[config.mk]
export PLATFORM = sky130hd
export DESIGN_NAME = riscv_next_ras_predictor
export DESIGN_NICKNAME = d
export VERILOG_FILES = /design/src/rtl/riscv_next_pkg.sv /design/src/rtl/riscv_next_ras_stack.sv /design/src/rtl/riscv_next_ras_predictor.sv
export SDC_FILE = /design/constraint.sdc
export NUM_CORES = 1
export LEC_CHECK = 0
export ABC_AREA = 0
export BUFFER_PORTS_ARGS = -buffer_cell sky130_fd_sc_hd__buf_2
export CAP_MARGIN = 10
export CORE_MARGIN = 3
export CORE_UTILIZATION = 60
export DETAILED_ROUTE_END_ITERATION = 10
export PLACE_DENSITY = 0.83
export SYNTH_ARGS = -nofsm -noshare
export SYNTH_HDL_FRONTEND = slang
export SYNTH_SLANG_ARGS = --single-unit
[constraint.sdc]
create_clock -name clk -period 3.9 [get_ports clk]
set_input_delay 0.195 -clock clk [delete_from_list [all_inputs] [get_ports clk]]
set_output_delay 0.195 -clock clk [all_outputs]
set_load 0.01 [all_outputs]
[src/rtl/riscv_next_pkg.sv]
// Shared types and constants for the next-address predictor blocks.
//   ras_op_t        : stack operation decoded at ID, encoded as {call, ret}
//   RAS_LINK_OFFSET : byte distance from a call PC to its return address
package riscv_next_pkg;

  // Encoding equals {i_id_call, i_id_ret}, so decode is a plain cast.
  typedef enum logic [1:0] {
    RAS_NONE    = 2'b00,
    RAS_POP     = 2'b01,
    RAS_PUSH    = 2'b10,
    RAS_POPPUSH = 2'b11
  } ras_op_t;

  localparam int RAS_LINK_OFFSET = 4;

endpackage

[src/rtl/riscv_next_ras_stack.sv]
// Return-address stack storage with top-of-stack/count arithmetic and a
// multi-port restore path used when speculative operations are squashed.
//
// Ports:
//   clk, nreset     clock, asynchronous active-low reset
//   upd             state may change this cycle
//   op              operation to apply (ignored while restore is high)
//   push_data       return address written by PUSH / POPPUSH
//   restore         squash: apply restore writes instead of op
//   rst_we/idx/data restore writes, index 0 youngest, highest index oldest
//   rst_ptr_valid   rst_tos / rst_count hold the pointer state to restore
//   tos, count      current top-of-stack index and number of valid entries
//   top_data        entry at tos (the prediction source)
//   wslot_data      pre-op content of the slot op would write
//   overflow        registered pulse: a push evicted the oldest entry
module riscv_next_ras_stack
  import riscv_next_pkg::*;
#(
  parameter int ADDR_WIDTH  = 64,
  parameter int RAS_DEPTH   = 8,
  parameter int NUM_RESTORE = 1
) (
  input  logic                                           clk,
  input  logic                                           nreset,
  input  logic                                           upd,
  input  logic [1:0]                                     op,
  input  logic [ADDR_WIDTH-1:0]                          push_data,
  input  logic                                           restore,
  input  logic [NUM_RESTORE-1:0]                         rst_we,
  input  logic [NUM_RESTORE-1:0][$clog2(RAS_DEPTH)-1:0]  rst_idx,
  input  logic [NUM_RESTORE-1:0][ADDR_WIDTH-1:0]         rst_data,
  input  logic                                           rst_ptr_valid,
  input  logic [$clog2(RAS_DEPTH)-1:0]                   rst_tos,
  input  logic [$clog2(RAS_DEPTH+1)-1:0]                 rst_count,
  output logic [$clog2(RAS_DEPTH)-1:0]                   tos,
  output logic [$clog2(RAS_DEPTH+1)-1:0]                 count,
  output logic [ADDR_WIDTH-1:0]                          top_data,
  output logic [ADDR_WIDTH-1:0]                          wslot_data,
  output logic                                           overflow
);

  localparam int TW = $clog2(RAS_DEPTH);
  localparam int CW = $clog2(RAS_DEPTH + 1);

  logic [ADDR_WIDTH-1:0] mem_q   [RAS_DEPTH];
  logic [ADDR_WIDTH-1:0] mem_nxt [RAS_DEPTH];
  logic [TW-1:0]         tos_q, tos_nxt, tos_inc, tos_dec;
  logic [CW-1:0]         count_q, count_nxt;
  logic                  overflow_q, overflow_nxt;
  logic                  is_full, is_empty;

  // Depth is a power of two, so natural TW-bit wrap gives the modulo.
  assign tos_inc  = tos_q + TW'(1);
  assign tos_dec  = tos_q - TW'(1);
  assign is_full  = (count_q == CW'(RAS_DEPTH));
  assign is_empty = (count_q == '0);

  always_comb begin
    mem_nxt      = mem_q;
    tos_nxt      = tos_q;
    count_nxt    = count_q;
    overflow_nxt = 1'b0;
    if (upd) begin
      if (restore) begin
        // Ascending index = youngest first; the oldest record writes last
        // and therefore wins when several records saved the same slot.
        for (int i = 0; i < NUM_RESTORE; i++) begin
          if (rst_we[i]) mem_nxt[rst_idx[i]] = rst_data[i];
        end
        if (rst_ptr_valid) begin
          tos_nxt   = rst_tos;
          count_nxt = rst_count;
        end
      end else begin
        case (op)
          RAS_PUSH: begin
            tos_nxt          = tos_inc;
            mem_nxt[tos_inc] = push_data;
            // At full the new top lands on the oldest entry's slot.
            if (is_full) overflow_nxt = 1'b1;
            else         count_nxt    = count_q + CW'(1);
          end
          RAS_POP: begin
            if (!is_empty) begin
              tos_nxt   = tos_dec;
              count_nxt = count_q - CW'(1);
            end
          end
          RAS_POPPUSH: begin
            mem_nxt[tos_q] = push_data;
            if (is_empty) count_nxt = CW'(1);
          end
          default: ;
        endcase
      end
    end
  end

  always_ff @(posedge clk or negedge nreset) begin
    if (!nreset) begin
      for (int i = 0; i < RAS_DEPTH; i++) mem_q[i] <= '0;
      tos_q      <= TW'(RAS_DEPTH - 1);
      count_q    <= '0;
      overflow_q <= 1'b0;
    end else begin
      mem_q      <= mem_nxt;
      tos_q      <= tos_nxt;
      count_q    <= count_nxt;
      overflow_q <= overflow_nxt;
    end
  end

  assign tos        = tos_q;
  assign count      = count_q;
  assign top_data   = mem_q[tos_q];
  assign wslot_data = (op == RAS_PUSH) ? mem_q[tos_inc] : mem_q[tos_q];
  assign overflow   = overflow_q;

endmodule

[src/rtl/riscv_next_ras_predictor.sv]
// Speculative return-address stack for the next-address predictor.
// Calls push and returns predict at ID; every stack operation travels as an
// undo record until it reaches the resolution stage, so a redirect from
// there rebuilds the exact stack seen before the squashed instructions.
//
// Ports:
//   clk, nreset     clock, asynchronous active-low reset
//   enable          predictor enable (contents kept while low)
//   i_stall         pipeline stall, freezes all state
//   i_id_valid      ID holds a non-flushed instruction
//   i_id_call       ID instruction is a call
//   i_id_ret        ID instruction is a return
//   i_id_pc         PC of the ID instruction
//   i_recover       resolution stage redirect, younger work squashed
//   o_inject        predicted-return injection request (combinational)
//   o_inject_addr   predicted return address, 0 when not injecting
//   o_count         valid entries; o_empty / o_full derived from it
//   o_overflow      one-cycle pulse after a push evicted the oldest entry
//
// Handshake: o_inject is a request with no back-pressure; IF-inject muxing
// takes it in the same cycle it is asserted, stalled or not.
module riscv_next_ras_predictor
  import riscv_next_pkg::*;
#(
  parameter int ADDR_WIDTH   = 64,
  parameter int RAS_DEPTH    = 8,
  parameter int TRACK_STAGES = 1
) (
  input  logic                           clk,
  input  logic                           nreset,
  input  logic                           enable,
  input  logic                           i_stall,
  input  logic                           i_id_valid,
  input  logic                           i_id_call,
  input  logic                           i_id_ret,
  input  logic [ADDR_WIDTH-1:0]          i_id_pc,
  input  logic                           i_recover,
  output logic                           o_inject,
  output logic [ADDR_WIDTH-1:0]          o_inject_addr,
  output logic [$clog2(RAS_DEPTH+1)-1:0] o_count,
  output logic                           o_empty,
  output logic                           o_full,
  output logic                           o_overflow
);

  localparam int TW = $clog2(RAS_DEPTH);
  localparam int CW = $clog2(RAS_DEPTH + 1);
  // Records that can be squashed: rec[0 .. TRACK_STAGES-2]. Keep at least
  // one restore port so the vectors stay legal when nothing is squashable.
  localparam int NR = (TRACK_STAGES > 1) ? TRACK_STAGES - 1 : 1;

  typedef struct packed {
    logic                  valid;
    ras_op_t               op;
    logic [TW-1:0]         tos;
    logic [CW-1:0]         count;
    logic [ADDR_WIDTH-1:0] data;
  } ras_rec_t;

  logic                          upd;
  ras_op_t                       id_op;
  logic [ADDR_WIDTH-1:0]         push_data;
  logic [TW-1:0]                 tos;
  logic [CW-1:0]                 count;
  logic [ADDR_WIDTH-1:0]         top_data;
  logic [ADDR_WIDTH-1:0]         wslot_data;
  logic                          overflow;
  ras_rec_t                      rec_new;
  ras_rec_t                      rec_q [TRACK_STAGES];
  logic [NR-1:0]                 rst_we;
  logic [NR-1:0][TW-1:0]         rst_idx;
  logic [NR-1:0][ADDR_WIDTH-1:0] rst_data;
  logic                          rst_ptr_valid;
  logic [TW-1:0]                 rst_tos;
  logic [CW-1:0]                 rst_count;

  assign upd       = enable && !i_stall;
  assign push_data = i_id_pc + ADDR_WIDTH'(RAS_LINK_OFFSET);

  always_comb begin
    id_op = RAS_NONE;
    if (i_id_valid) id_op = ras_op_t'({i_id_call, i_id_ret});
  end

  // Undo record for this cycle's op: pointer state and the slot contents
  // it is about to overwrite.
  always_comb begin
    rec_new       = '0;
    rec_new.valid = (id_op != RAS_NONE);
    rec_new.op    = id_op;
    rec_new.tos   = tos;
    rec_new.count = count;
    rec_new.data  = wslot_data;
  end

  // Restore selection over the squashable records. The pointer state comes
  // from the oldest valid one (last hit in the ascending scan).
  always_comb begin
    rst_we        = '0;
    rst_idx       = '0;
    rst_data      = '0;
    rst_ptr_valid = 1'b0;
    rst_tos       = '0;
    rst_count     = '0;
    for (int i = 0; i < TRACK_STAGES - 1; i++) begin
      if (rec_q[i].valid) begin
        if (rec_q[i].op == RAS_PUSH || rec_q[i].op == RAS_POPPUSH) begin
          rst_we[i]   = 1'b1;
          rst_idx[i]  = (rec_q[i].op == RAS_PUSH) ? rec_q[i].tos + TW'(1)
                                                  : rec_q[i].tos;
          rst_data[i] = rec_q[i].data;
        end
        rst_ptr_valid = 1'b1;
        rst_tos       = rec_q[i].tos;
        rst_count     = rec_q[i].count;
      end
    end
  end

  // On recover every younger record is squashed and the resolving one
  // retires, so the whole pipeline empties.
  always_ff @(posedge clk or negedge nreset) begin
    if (!nreset) begin
      for (int i = 0; i < TRACK_STAGES; i++) rec_q[i] <= '0;
    end else if (upd) begin
      if (i_recover) begin
        for (int i = 0; i < TRACK_STAGES; i++) rec_q[i] <= '0;
      end else begin
        rec_q[0] <= rec_new;
        for (int i = 1; i < TRACK_STAGES; i++) rec_q[i] <= rec_q[i-1];
      end
    end
  end

  riscv_next_ras_stack #(
    .ADDR_WIDTH  (ADDR_WIDTH),
    .RAS_DEPTH   (RAS_DEPTH),
    .NUM_RESTORE (NR)
  ) u_stack (
    .clk           (clk),
    .nreset        (nreset),
    .upd           (upd),
    .op            (id_op),
    .push_data     (push_data),
    .restore       (i_recover),
    .rst_we        (rst_we),
    .rst_idx       (rst_idx),
    .rst_data      (rst_data),
    .rst_ptr_valid (rst_ptr_valid),
    .rst_tos       (rst_tos),
    .rst_count     (rst_count),
    .tos           (tos),
    .count         (count),
    .top_data      (top_data),
    .wslot_data    (wslot_data),
    .overflow      (overflow)
  );

  assign o_inject      = enable && i_id_valid && i_id_ret && (count != '0);
  assign o_inject_addr = o_inject ? top_data : '0;
  assign o_count       = count;
  assign o_empty       = (count == '0);
  assign o_full        = (count == CW'(RAS_DEPTH));
  assign o_overflow    = overflow;

endmodule
==> results of run 1 <==
[critical path, stage by stage (launching register included)]
cell,delay (ps)
dfstp_2,690
and3b_2,240
buf_4,880
a22oi_1,250
a41oi_1,470
buf_2,220
[synth_stat cells, types with 11 or more instances]
master	instances	area, um2
a22oi_1	256	1920
a31oi_1	126	788
a41oi_1	64	561
and3_1	11	68.8
and4_1	11	96.3
buf_1	19	71.3
clkbuf_1	197	739
dfrtp_1	517	12900
nand2_1	452	1700
nand2b_1	18	113
nand3_1	127	636
nand4_1	29	181
nor2_1	141	529
nor3_1	14	70.1
o211ai_1	25	188
o21ai_0	310	1550
o31ai_1	12	90.1
or3_1	21	131
or4_1	40	300
xnor2_1	19	166
xor2_1	25	219
[power groups by stage]
stage | Sequential, mW | Combinational (mW) | Clock, mW
6_report | 8.76 | 4.54 | 4.99
2_1_floorplan | 8.44 | 2.98 | 0
3_5_place_dp | 8.77 | 4.42 | 0
5_1_grt | 8.97 | 5.04 | 5.24
3_3_place_gp | 8.63 | 4.19 | 0
4_1_cts | 8.70 | 4.48 | 5.01
[cell families after synthesis]
| group | share of synthesized area [%] |
|---|---|
| and+or+nand+nor | 17.5 |
| AOI/OAI and AO/OA | 22.2 |
| DFF | 54.6 |
| buffers and inverters | 3.70 |
| xor gates and xnor gates | 1.62 |
| adders and majority gates | 0.263 |
| muxes | 0.0473 |
[timing repair]
action / CTS / global route
hold endpoints to repair: 173 / 0
hold buffers: 9 / 0
buffers inserted: 0 / 0
[registers in the layout, summed over array words and instances (netlist names)]
signal,count
u_stack.mem_q,512
u_stack.tos,3
u_stack.count,4
u_stack.overflow,1
[metrics by stage]
stage	power (mW)	setup WS (ps)
after floorplan	11.4	1270
after global placement	12.8	880
after detailed placement	13.2	762
after CTS	18.2	391
after global routing	19.3	313
final	18.3	378
[final timing paths]
check,start,endpoint,slack (ps),cells past startpoint
worst min-delay path,i_id_pc[59],u_stack.mem_q[507]$_DFFE_PN0P_,50,3
min in group asynchronous,nreset,u_stack.mem_q[335]$_DFFE_PN0P_,320,2
worst max-delay path,u_stack.tos[0]$_DFFE_PN1P_,o_inject_addr[28],380,5
worst min register to register,u_stack.mem_q[385]$_DFFE_PN0P_,u_stack.mem_q[385]$_DFFE_PN0P_,480,2
max in group asynchronous,nreset,u_stack.mem_q[444]$_DFFE_PN0P_,2490,3
worst max register to register,u_stack.tos[0]$_DFFE_PN1P_,u_stack.mem_q[466]$_DFFE_PN0P_,830,8
[layer usage]
layer,wire (um),track usage [%]
met5,0,0
met4,3330,15.8
met1,27400,45.5
met2,34200,55.1
met3,8360,7.25
[layout make-up]
class,count,share of cell area [%]
antenna,4,0.0372
clock buffer,86,5.89
clock inverter,9,0.382
inverter,11,0.154
multi-input combinational,1770,37.5
sequential,520,48.4
tap,518,2.41
timing repair buffer,205,5.17
==> impl_results.md, run 1 <==
- Clock transition at the registers of the reported paths: ~60 ps
- Peak VDD IR: 0.000531 V
- Final Core Density: ~69%
- Worst-Skew Late Latency: between 500 and 600 ps
- DP Area: ~25,000 um2
- Row cnt: 72
- Worst Path Required: 3700 ps
- CTS sink cnt: 520
- Mapped cell area: between 20,000 and 25,000 um2
- Router iterations before antenna repair: 6
- Dpl hpwl: ~43,000 um
- CTS Buffer Depth: 3
- Hold slack final: approximately 50 ps
- First-pass GRT wire length: roughly 110,000 um
- Total GRT Usage: 34.4%
- Fmax: about 280 MHz
- Post-Layout Inst Area: ~27,000 um2
- Post-DRT Antenna Nets: 0
- Share of layout cells above drive strength 1: about 12%
- Fin Setup TNS: 0 ps
- Worst clock skew: around 12 ps
- Commonest cells after routing, fill and taps aside: dfrtp_1 (517), nand2_1 (452), o21ai_0 (310)
- Synthesized instance count: 2,523
- CTS-repair resized insts: 0
- Max Cap Viol: 0
- Crit path kind: reg -> out
- Crit path launch type: flip-flop
- Clock power share: between 20% and 30%
- Clock Tree Root: clkbuf_16
- Sw frac: about a third
- Post-Layout Cell Count: 3,123
- Final setup vio count: 0
- CTS HTree Levels: 2
- Vias in the first global route: about 21,000
- Syn Nets: ~2,600
- Drt drc: 0
- Fin. max-slew vios: 0
- Status: completed
- Drt wl/cell: ~23 um
- Fillcell total: about 2,900
- Post-route minimum period: between 3000 and 4000 ps
- Remaining global-route overflow: 0
- Final WL: between 70,000 and 80,000 um
- Flops & latches, synth: 520
- TritonCTS buffer count: 53
- Seq pwr share: between 40% and 50%
- Min-delay worst type: in -> reg
- Number of synthesized flops with an enable pin: 0
- I/O Buffers: roughly 140
- Max-Slew Margin vs Limit: between 10% and 20%
- WP data arrival: about 3300 ps
- DR vias: 21,300
- Layout area overhead: 12.8%
- Initial antenna violation count: 1
- PwrDens: 680 nW/um2
- Peak fanout along the critical path: 64
- Mapped Avg Cell Area: approximately 9.4 um2
- Commonest non-fill, non-tap cell in the layout: dfrtp_1
- Tcrit/Tclk final: roughly nine tenths
- Initial DRC Count: around 2,700
- Die width: 205 um
- Synthesis Warnings: 0
- Multi-input gate area: about 10,000 um2
- Starting density of the core: around three fifths
- Ports: ~140
- Placed Cells incl. Taps: approximately 3,000
- Final #Nets: between 2,000 and 3,000
- Switching power total: approximately 6.2 mW
- Die Span Y: 205 um
- Leak Pwr: around 12 nW
- Worst-Margin Slew: 1200 ps
- Core area: 38,900 um2
- Seq/Total Area, Yosys: between 50% and 60%
- Asr flop ratio synth: 100%
- Combinational Power Share: roughly 25%
- Largest net degree at the start of global routing: between 100 and 150
- RSZ-0062 raised after global routing: false
- Crit. End Element: output port
- Int Pwr: ~12 mW
- Post-synthesis cell type count: 51
- CTS tree: built
- Drt via density: between 6 and 7
- Routability cong.: 0.894
- Full die area: 42,100 um2
- Storage cell area: between 10,000 and 15,000 um2
- Final hold violations: 0
- Ys flop type: dfrtp_1
Note: power is estimated with default switching activity, not from simulation.
==> inputs of run 2 (changes only) <==
--- a/config.mk
+++ b/config.mk
@@ -13,4 +13,5 @@
 export DETAILED_ROUTE_END_ITERATION = 10
 export PLACE_DENSITY = 0.83
+export RECOVER_POWER = 50
 export SYNTH_ARGS = -nofsm -noshare
 export SYNTH_HDL_FRONTEND = slang
==> constraint.sdc (replaced) <==
create_clock -name clk -period 3.9 [get_ports clk]
set_input_delay 0.975 -clock clk [delete_from_list [all_inputs] [get_ports clk]]
set_output_delay 0.975 -clock clk [all_outputs]
set_load 0.01 [all_outputs]
==> run 2 against run 1 <==
  * The flow now finishes with violations (capacitance limit, slew limit)
  * Non-clock buffer count grew 11
  * Clock power is essentially flat
  * Combinational power grew 3%
  * Clock skew grew 11 ps
  * Utilization grew 0.44 points
  * Worst hold slack gained 430 ps
  * Critical path depth is the same
  * Cell count grew 0.45%
  * Global-route usage grew 1.3 points
  * Maximum frequency shrank 6.7%
  * Via count grew 1.8%
  * Die area is the same
  * Largest cell class unchanged
==> impl_results.md, run 2 (same netlist as run 1, synthesis figures left out) <==
- Post-CTS setup buffer count: 0 (unchanged)
- Row cnt: 72 (unchanged)
- Peak VDD IR: 0.000469 V (-12%)
- Ports: 144 (unchanged)
- Post-DRT Antenna Nets: 0 (unchanged)
- Post-route minimum period: 3780 ps (+255 ps)
- Worst Path Required: 2920 ps (-780 ps)
- Reg with most FFs: u_stack.mem_q
- RSZ-0062 raised after global routing: false
- Worst-Margin Slew: 2540 ps (+1350 ps)
- Fin. max-slew vios: 91 (+91)
- Fillcell total: 2,850 (-1.2%)
- Drt wl/cell: 24.0 um (+2.3%)
- TritonCTS buffer count: 52 (-1.9%)
- CTS tree: built
- Worst-Skew Late Latency: 600 ps (+20 ps)
- Total Power: 18.5 mW (+1.1%)
- Commonest non-fill, non-tap cell in the layout: dfrtp_1
- Final WL: 75,400 um (+2.8%)
- Max Cap Viol: 1 (+1)
- Multi-input gate area: 10,100 um2 (-0.12%)
- Final setup vio count: 0 (unchanged)
- CP delay by family, top: flip-flops
- DR vias: 21,700 (+1.8%)
- Router iterations before antenna repair: 6 (unchanged)
- First-pass GRT wire length: 118,000 um (+3.9%)
- Drt drc: 0 (unchanged)
- PwrDens: 684 nW/um2 (+0.49%)
- Crit path launch type: flip-flop
- CTS HTree Levels: 2 (unchanged)
- Final hold violations: 0 (unchanged)
- Initial antenna violation count: 16 (+15)
- Vias in the first global route: 21,400 (+2.5%)
- Die width: 205 um (unchanged)
- Full die area: 42,100 um2 (unchanged)
- Largest net degree at the start of global routing: 94 (-30%)
- WP data arrival: 2800 ps (-530 ps)
- Crit path kind: reg -> out
- Final #Nets: 2,648 (+0.38%)
- Tcrit/Tclk final: 96.8% (+6.5 points)
- Remaining global-route overflow: 0 (unchanged)
- Storage cell area: 13,000 um2 (unchanged)
- Core area: 38,900 um2 (unchanged)
- Leak Pwr: 11.7 nW (+0.59%)
- Share of layout cells above drive strength 1: 12.8% (+0.76 points)
- Commonest cells after routing, fill and taps aside: dfrtp_1 (517), nand2_1 (452), o21ai_0 (310)
- CTS sink cnt: 520 (unchanged)
- Crit. End Element: output port
- Layout area overhead: 13.5%
- Clock transition at the registers of the reported paths: 60 ps (about the same)
- Drt via density: 6.91 (+1.3%)
- I/O Buffers: 143 (unchanged)
- Die Span Y: 205 um (unchanged)
- CTS Hold Bufs: 0 (-9)
- CTS Buffer Depth: 3 (unchanged)
- Peak fanout along the critical path: 21 (-67%)
- Fin Setup TNS: 0 ps (unchanged)
- Routability cong.: 0.890 (-0.53%)
- Final Core Density: 69.5% (+0.44 points)
- Failing checks: capacitance limit, slew limit
- Worst clock skew: 22.7 ps (+10.8 ps)
- Max reg flops: 512 (unchanged)
- CP max stage cell: dfstp_2
- Total GRT Usage: 35.8% (+1.3 points)
- Starting density of the core: 61.2% (unchanged)
- Max-Slew Margin vs Limit: -69.5% (-89 points)
- Worst path buffer plus inverter count: 2 (unchanged)
- Min-delay worst type: reg -> reg
- Clock Tree Root: clkbuf_16
- Critical Path, Cell by Cell: nor3b_2 > buf_12 > a22oi_1 > a41oi_1 > buf_2
- Dpl hpwl: 44,700 um (+4.6%)
- Critical Path Max Stage Delay: 710 ps (-170 ps)
- Status: complete, but fails checks
- Initial DRC Count: 3,199 (+20%)
- Fmax: 265 MHz (-6.7%)
[run 2: worst paths after layout]
| kind | start | endpoint | slack (ps) | cells after the start |
|---|---|---|---|---|
| min in group asynchronous | nreset | u_stack.mem_q[15]$_DFFE_PN0P_ | 1160 | 1 |
| max | u_stack.tos[0]$_DFFE_PN1P_ | o_inject_addr[46] | 120 | 5 |
| max in group asynchronous | nreset | u_stack.count[3]$_DFFE_PN0P_ | 580 | 2 |
| max reg2reg | u_stack.tos[2]$_DFFE_PN1P_ | u_stack.mem_q[292]$_DFFE_PN0P_ | 610 | 6 |
| min | u_stack.mem_q[509]$_DFFE_PN0P_ | u_stack.mem_q[509]$_DFFE_PN0P_ | 480 | 2 |
| min reg2reg | u_stack.mem_q[509]$_DFFE_PN0P_ | u_stack.mem_q[509]$_DFFE_PN0P_ | 480 | 2 |
[run 2: per-layer routing]
metal  routed length, um  global-route usage [%]  share of wire, %
met1               27300                    46.1                36
met2               35200                    56.7                47
met3                9480                    9.48                13
met4                3340                    17.3               4.4
met5                  82                       0              0.11
[run 2: power by group]
| part | internal [mW] | total (mW) | switching (mW) |
|---|---|---|---|
| sequential | 7.52 | 8.81 | 1.29 |
| combinational | 1.73 | 4.67 | 2.94 |
| clock | 2.91 | 5.01 | 2.11 |
| total | 12.2 | 18.5 | 6.33 |
[run 2: stage by stage]
step	worst slack (ps)	std cells	cell area [um2]	hold WS, ps
global route	28.2	3135	27000	499
detailed placement	412	3035	25400	464
finish	124	3137	27000	479
global placement	439	3035	25400	458
floorplan	787	2523	23800	446
CTS	148	3128	27100	436
[run 2: what timing repair did]
item	4_1_cts	5_1_grt
pin swaps	0	0
endpoints found under the setup margin	9	1
gates resized for setup	1	1
[run 2: final cells by class]
type / count / area share (%)
multi-input cells: 1770 / 37.2
well taps: 518 / 2.40
clock inverters: 14 / 0.495
inverters: 11 / 0.153
repair buffers: 216 / 5.68
diodes: 9 / 0.0833
flip-flops and latches: 520 / 48.1
clock buffers: 79 / 5.82
[run 2: worst reg2reg max path: stages (launching register included)]
cell and delay [ps]:
dfstp_2 680, and3b_2 280, buf_4 270, a31oi_1 360
nand2b_1 1010, buf_4 430, o21ai_0 130
